$ cat config.mk
export PLATFORM = sky130hd
export DESIGN_NAME = demux_tdm
export DESIGN_NICKNAME = d
export VERILOG_FILES = /design/src/rtl/demux_tdm.sv
export SDC_FILE = /design/constraint.sdc
export NUM_CORES = 1
export LEC_CHECK = 0
export BUFFER_PORTS_ARGS = -buffer_cell sky130_fd_sc_hd__buf_2
export CAP_MARGIN = 20
export CORE_AREA = 2 2 39 41
export CTS_BUF_LIST = sky130_fd_sc_hd__clkbuf_4 sky130_fd_sc_hd__clkbuf_8
export DETAILED_ROUTE_END_ITERATION = 8
export DIE_AREA = 0 0 41 43
export GPL_ROUTABILITY_DRIVEN = 0
export HOLD_SLACK_MARGIN = 0.03
export PLACE_DENSITY = 0.81
export SLEW_MARGIN = 20
export SYNTH_ARGS = -nofsm -noshare
export SYNTH_HDL_FRONTEND = slang
export SYNTH_SLANG_ARGS = --single-unit
$ cat constraint.sdc
create_clock -name clk -period 2.6 [get_ports clk]
set_clock_uncertainty 0.05 [all_clocks]
set_input_delay 0.13 -clock clk [delete_from_list [all_inputs] [get_ports clk]]
set_output_delay 0.13 -clock clk [all_outputs]
set_load 0.005 [all_outputs]
$ cat src/rtl/demux_tdm.sv
// Time-division demultiplexer: routes input words into four lane registers and presents them as a frame.
// Optional sticky overwrite flag on port err is compiled in with `define DEMUX_TDM_ERR_EN.
module demux_tdm #(
   parameter int WIDTH = 1
) (
   input  logic               clk,
   input  logic               rst,
   input  logic [WIDTH-1:0]   in,
   input  logic               in_valid,
   output logic               in_ready,
   input  logic               sel_mode,
   input  logic [1:0]         sel,
   output logic [4*WIDTH-1:0] out,
   output logic [3:0]         out_strobe,
   output logic               frame_valid,
   input  logic               frame_ack
`ifdef DEMUX_TDM_ERR_EN
   ,
   output logic               err
`endif
);

   // Handshake: a word moves when in_valid && in_ready; in_ready drops only while a frame is held.
   typedef enum logic [1:0] {
      EMPTY = 2'd0,
      FILL  = 2'd1,
      HOLD  = 2'd2
   } state_t;

   state_t     state;
   logic [3:0] filled;
   logic [1:0] ptr;
   logic [1:0] lane;
   logic [3:0] lane_oh;
   logic [3:0] new_filled;
   logic       xfer;

   assign in_ready    = (state != HOLD);
   assign frame_valid = (state == HOLD);
   assign xfer        = in_valid && in_ready;
   assign lane        = sel_mode ? ptr : sel;
   assign lane_oh     = 4'b0001 << lane;
   assign new_filled  = filled | lane_oh;

   always_ff @(posedge clk or posedge rst) begin
      if (rst) begin
         state      <= EMPTY;
         out        <= '0;
         out_strobe <= 4'b0000;
         filled     <= 4'b0000;
         ptr        <= 2'd0;
      end else begin
         out_strobe <= xfer ? lane_oh : 4'b0000;
         case (state)
            EMPTY, FILL: begin
               if (xfer) begin
                  for (int k = 0; k < 4; k++) begin
                     if (lane_oh[k]) out[k*WIDTH +: WIDTH] <= in;
                  end
                  filled <= new_filled;
                  if (sel_mode) ptr <= ptr + 2'd1;
                  state <= (new_filled == 4'b1111) ? HOLD : FILL;
               end
            end
            HOLD: begin
               // Lane data is kept after release so the consumer may still read it.
               if (frame_ack) begin
                  filled <= 4'b0000;
                  ptr    <= 2'd0;
                  state  <= EMPTY;
               end
            end
            default: state <= EMPTY;
         endcase
      end
   end

`ifdef DEMUX_TDM_ERR_EN
   always_ff @(posedge clk or posedge rst) begin
      if (rst) begin
         err <= 1'b0;
      end else if (frame_valid && frame_ack) begin
         err <= 1'b0;
      end else if (xfer && ((filled & lane_oh) != 4'b0000)) begin
         err <= 1'b1;
      end
   end
`endif

endmodule
Word-level counts from Yosys, hierarchy flattened:

Index checks and enable logic that the tools add are counted.

* register bits after elaboration: 16
* input port bits: 8
* output and inout port bits: 10
* logic and storage cells: 41

* $add $sub $neg: 1
* equality and inequality tests: 7
* shift-type cells: 1
* mux-type cells: 12
* bitwise gates (word level): 1
* reduce and logical (&&, ||, !) cells: 11

Operators by type and width (number)
* $reduce_and A3 Y1: 5
* $mux W2: 6
* $mux W4: 3
* $pmux W2 S2: 2
* $pmux W4 S2: 1
* $ne A2 B2 Y1 const B: 3
* $eq A4 B4 Y1 const B: 1
* $or A4 B4 Y4: 1
* $reduce_and A4 Y1: 1
* $shl A1 B2 Y4 const A: 1
* $add A2 B1 Y2 const B: 1
* $eq A2 B1 Y1 const B: 1
* $eq A2 B2 Y1 const B: 1
* $logic_not A2 Y1: 1
* $ne A2 B1 Y1 const B: 1
* $reduce_and A2 Y1: 1
* $reduce_bool A2 Y1: 1
* $reduce_or A2 Y1: 1
* $logic_and A1 B1 Y1: 1

Longest topological paths before layout:

* depth in word-level cells: 7
* gate-level depth with buffers: 5
* mapped depth without buffers: 5

Least setup slack after synthesis:

Ideal clock, no wire load.

* path type: register to register
* start: register ptr[1]
* end: register state[0]
* setup time: 0.118 ns
* data arrival time: 1.383 ns
* data required time: 2.432 ns
* setup slack: 1.049 ns
* cell stages (with the launch flop): 6
* path buffers: 1
* clock period less this slack: 1.551 ns
* cells stage by stage: dfrtp_1 -> buf_6 -> nor2_1 -> a211oi_1 -> or4_1 -> a21o_1

* word-level cells in the longest chain between the ends: 7

RTL lines
* start, declared: RTL line 32 `logic [1:0] ptr;`
* start signal, assigned: RTL line 61 `if (sel_mode) ptr <= ptr + 2'd1;`
* $mux W2: RTL line 41 `assign lane = sel_mode ? ptr : sel;`
* $shl A1 B2 Y4: RTL line 42 `assign lane_oh = 4'b0001 << lane;`
* $or A4 B4 Y4: RTL line 43 `assign new_filled = filled | lane_oh;`
* $eq A4 B4 Y1: RTL line 62 `state <= (new_filled == 4'b1111) ? HOLD : FILL;`
* $mux W2: RTL line 62
* $mux W2: RTL line 56 `if (xfer) begin`
* $pmux W2 S2: RTL line 54 `case (state)`
* end signal, assigned: RTL line 62
* end, declared: RTL line 30 `state_t state;`

No other way between the ends. The select of a mux whose other input is x is not followed.
A chain may end at the register's enable or synchronous reset.

Worst setup path after layout:

Same ends and word-level chain as after synthesis.

==> metrics.csv <==
metric,value,unit
run status,finished clean,
Final Max Slew Viols,0,
clk_lat worst skew,0.28,ns
Die Wd,41,um
arrival time at the worst endpoint,1.74,ns
Chip Height,43,um
WHS,0.06239,ns
Final Cell Area,859.6,sq um
Max clock buf depth,2,
top post-synthesis cells by area,"dfrtp_1, mux2_1, a21o_1",
Peak VDD IR,0.5860,mV
"Top FF cell, synth",dfrtp_1,
1st-iter DRT viols,5,
syn nets,74,
Antenna Cells,0,
Routed WL,1.350,mm
Critical Path RT,2.73,ns
Fin. Hold Viols,0,
Clock transition at path regs,0.09,ns
worst slew pin tran,0.5717,ns
fraction of registers with async set/reset,100.0,%
Synth top area share,55.85,%
placement row count,14,
number of flops mapped to enable cells by yosys,0,
fmax,0.6197,GHz
post-route ant nets,0,
detailed placement HPWL,1.041,mm
sequential share of the synthesized area,55.85,%
Synthesis Warnings,0,
Mapped Avg Cell Area,10.86,sq um
cells after synthesis,66,
core area,1384,sq um
Worst setup EP type,register,
initial core utilization,51.81,%
Power Density,993.3,nW/um^2
Initial DRT Pass Iterations,4,
Post-CTS Setup Bufs,0,
die area,1763,sq um
Ports,18,
initial antenna violation count,0,
leakage power,0.0004301,uW
DR DRC count,0,
per-cell routed wire length,13.11,um
final worst slack,0.9864,ns
share of post-route cells with drive strength above 1,24.14,%
CTS tree,built,
synthesized cell area,716.9,sq um
area post-placement,803.3,sq um
vias per cell,5.689,
Final Cycle Share,62.06,%
Layout Nets,96,
root buffer cell,clkbuf_4,
total grt overflow,0,
largest net degree at the start of global routing,17,
"commonest cells after routing, fill and taps aside","buf_2, dfrtp_1, nor2_1",
gr usage total,18.02,%
RSZ-0062 raised after global routing,false,
"most common cell after layout, fill and taps aside",buf_2,
HP Class,in2reg,
H-tree Lvls,1,
Setup CP Type,reg2reg,
CTS sink cnt,16,
Area Overhead vs Synth,19.90,%
vias,586,
MaxCap Viol Count,0,
cell taking the most area after synthesis,dfrtp_1,
Rel. slew slack,61.85,%
Final TNS setup,0,ns
Util after Layout,62.12,%
# setup viols final,0,
first-pass GRT wire length,2.145,mm
CP startpoint kind,register,
vias in the first global route,504,
CTS buffer count,3,
critical path peak fanout,8,
post-synthesis register bit count,16,
Placement Setup Slack,1.011,ns
fin crit period,1.614,ns
distinct cell type count after synthesis,22,
I/O Buffers,17,
==> cells in the mapped netlist, types with 2 or more instances <==
cell      instances
dfrtp_1          16
nor2_1            9
a21o_1            5
inv_1             4
mux2_1            4
a311oi_1          3
a31oi_1           3
nand2_1           3
nor3b_1           3
a21oi_1           2
nand2b_1          2
nand3_1           2
==> final timing paths <==
kind,from,endpoint,slack (ns),cells past startpoint
max,ptr[1],state[0],0.99,4
min,in,out[1],0.06,2
max reg2reg,ptr[1],state[0],0.99,4
min reg2reg,out[2],out[2],0.45,1
max in group asynchronous,rst,state[1],1.75,3
min in group asynchronous,rst,filled[3],0.38,3
==> power breakdown <==
group / switching [uW] / internal, uW
logic: 132 / 141
clock network: 76.7 / 85.2
registers: 71.8 / 347
total: 281 / 573
==> cell families after synthesis <==
family / synth area share, %
AOI/OAI and AO/OA: 15.53
and+or+nand+nor: 16.40
xor gates and xnor gates: 1.222
DFF: 55.85
muxes: 6.282
buffers and inverters: 4.712
==> timing repair <==
item,in CTS,in global routing
hold buffers,2,0
hold endpoints to repair,18,0
gates resized for setup,0,0
==> metrics by stage <==
| stage | instances | total power [uW] |
|---|---|---|
| floorplan | 66 | 604.7 |
| global placement | 97 | 674.9 |
| detailed placement | 97 | 693.2 |
| CTS | 103 | 856.4 |
| global route | 103 | 910.7 |
| finish | 103 | 853.8 |
==> critical path, cell delays in order (launching register included) <==
cell      delay, ns
dfrtp_1        0.46
nor2_1         0.17
a211oi_1       0.09
or4_1          0.56
a21o_1         0.19
==> layer usage <==
metal,up-vias,global-route usage [%],wire (um)
met5,-,0,0
met4,0,8.000,21
met3,4,3.141,96
met2,33,27.50,643
met1,268,24.13,588
li1,281,-,-
==> area by class of cell <==
class	instances	area [sq um]
Timing Repair Buffer	19	105.1
Inverter	4	15.01
Fill cell	118	524.3
Sequential cell	16	400.4
Multi-Input combinational cell	44	282.8
Tap cell	16	20.02
Clock buffer	4	36.28
==> state kept, by name, indices dropped and copies added, names as in the netlist <==
| signal | cells |
|---|---|
| state | 2 |
| out_strobe | 4 |
| ptr | 2 |
| out | 4 |
| filled | 4 |
Power figures use the tool's default switching activity.
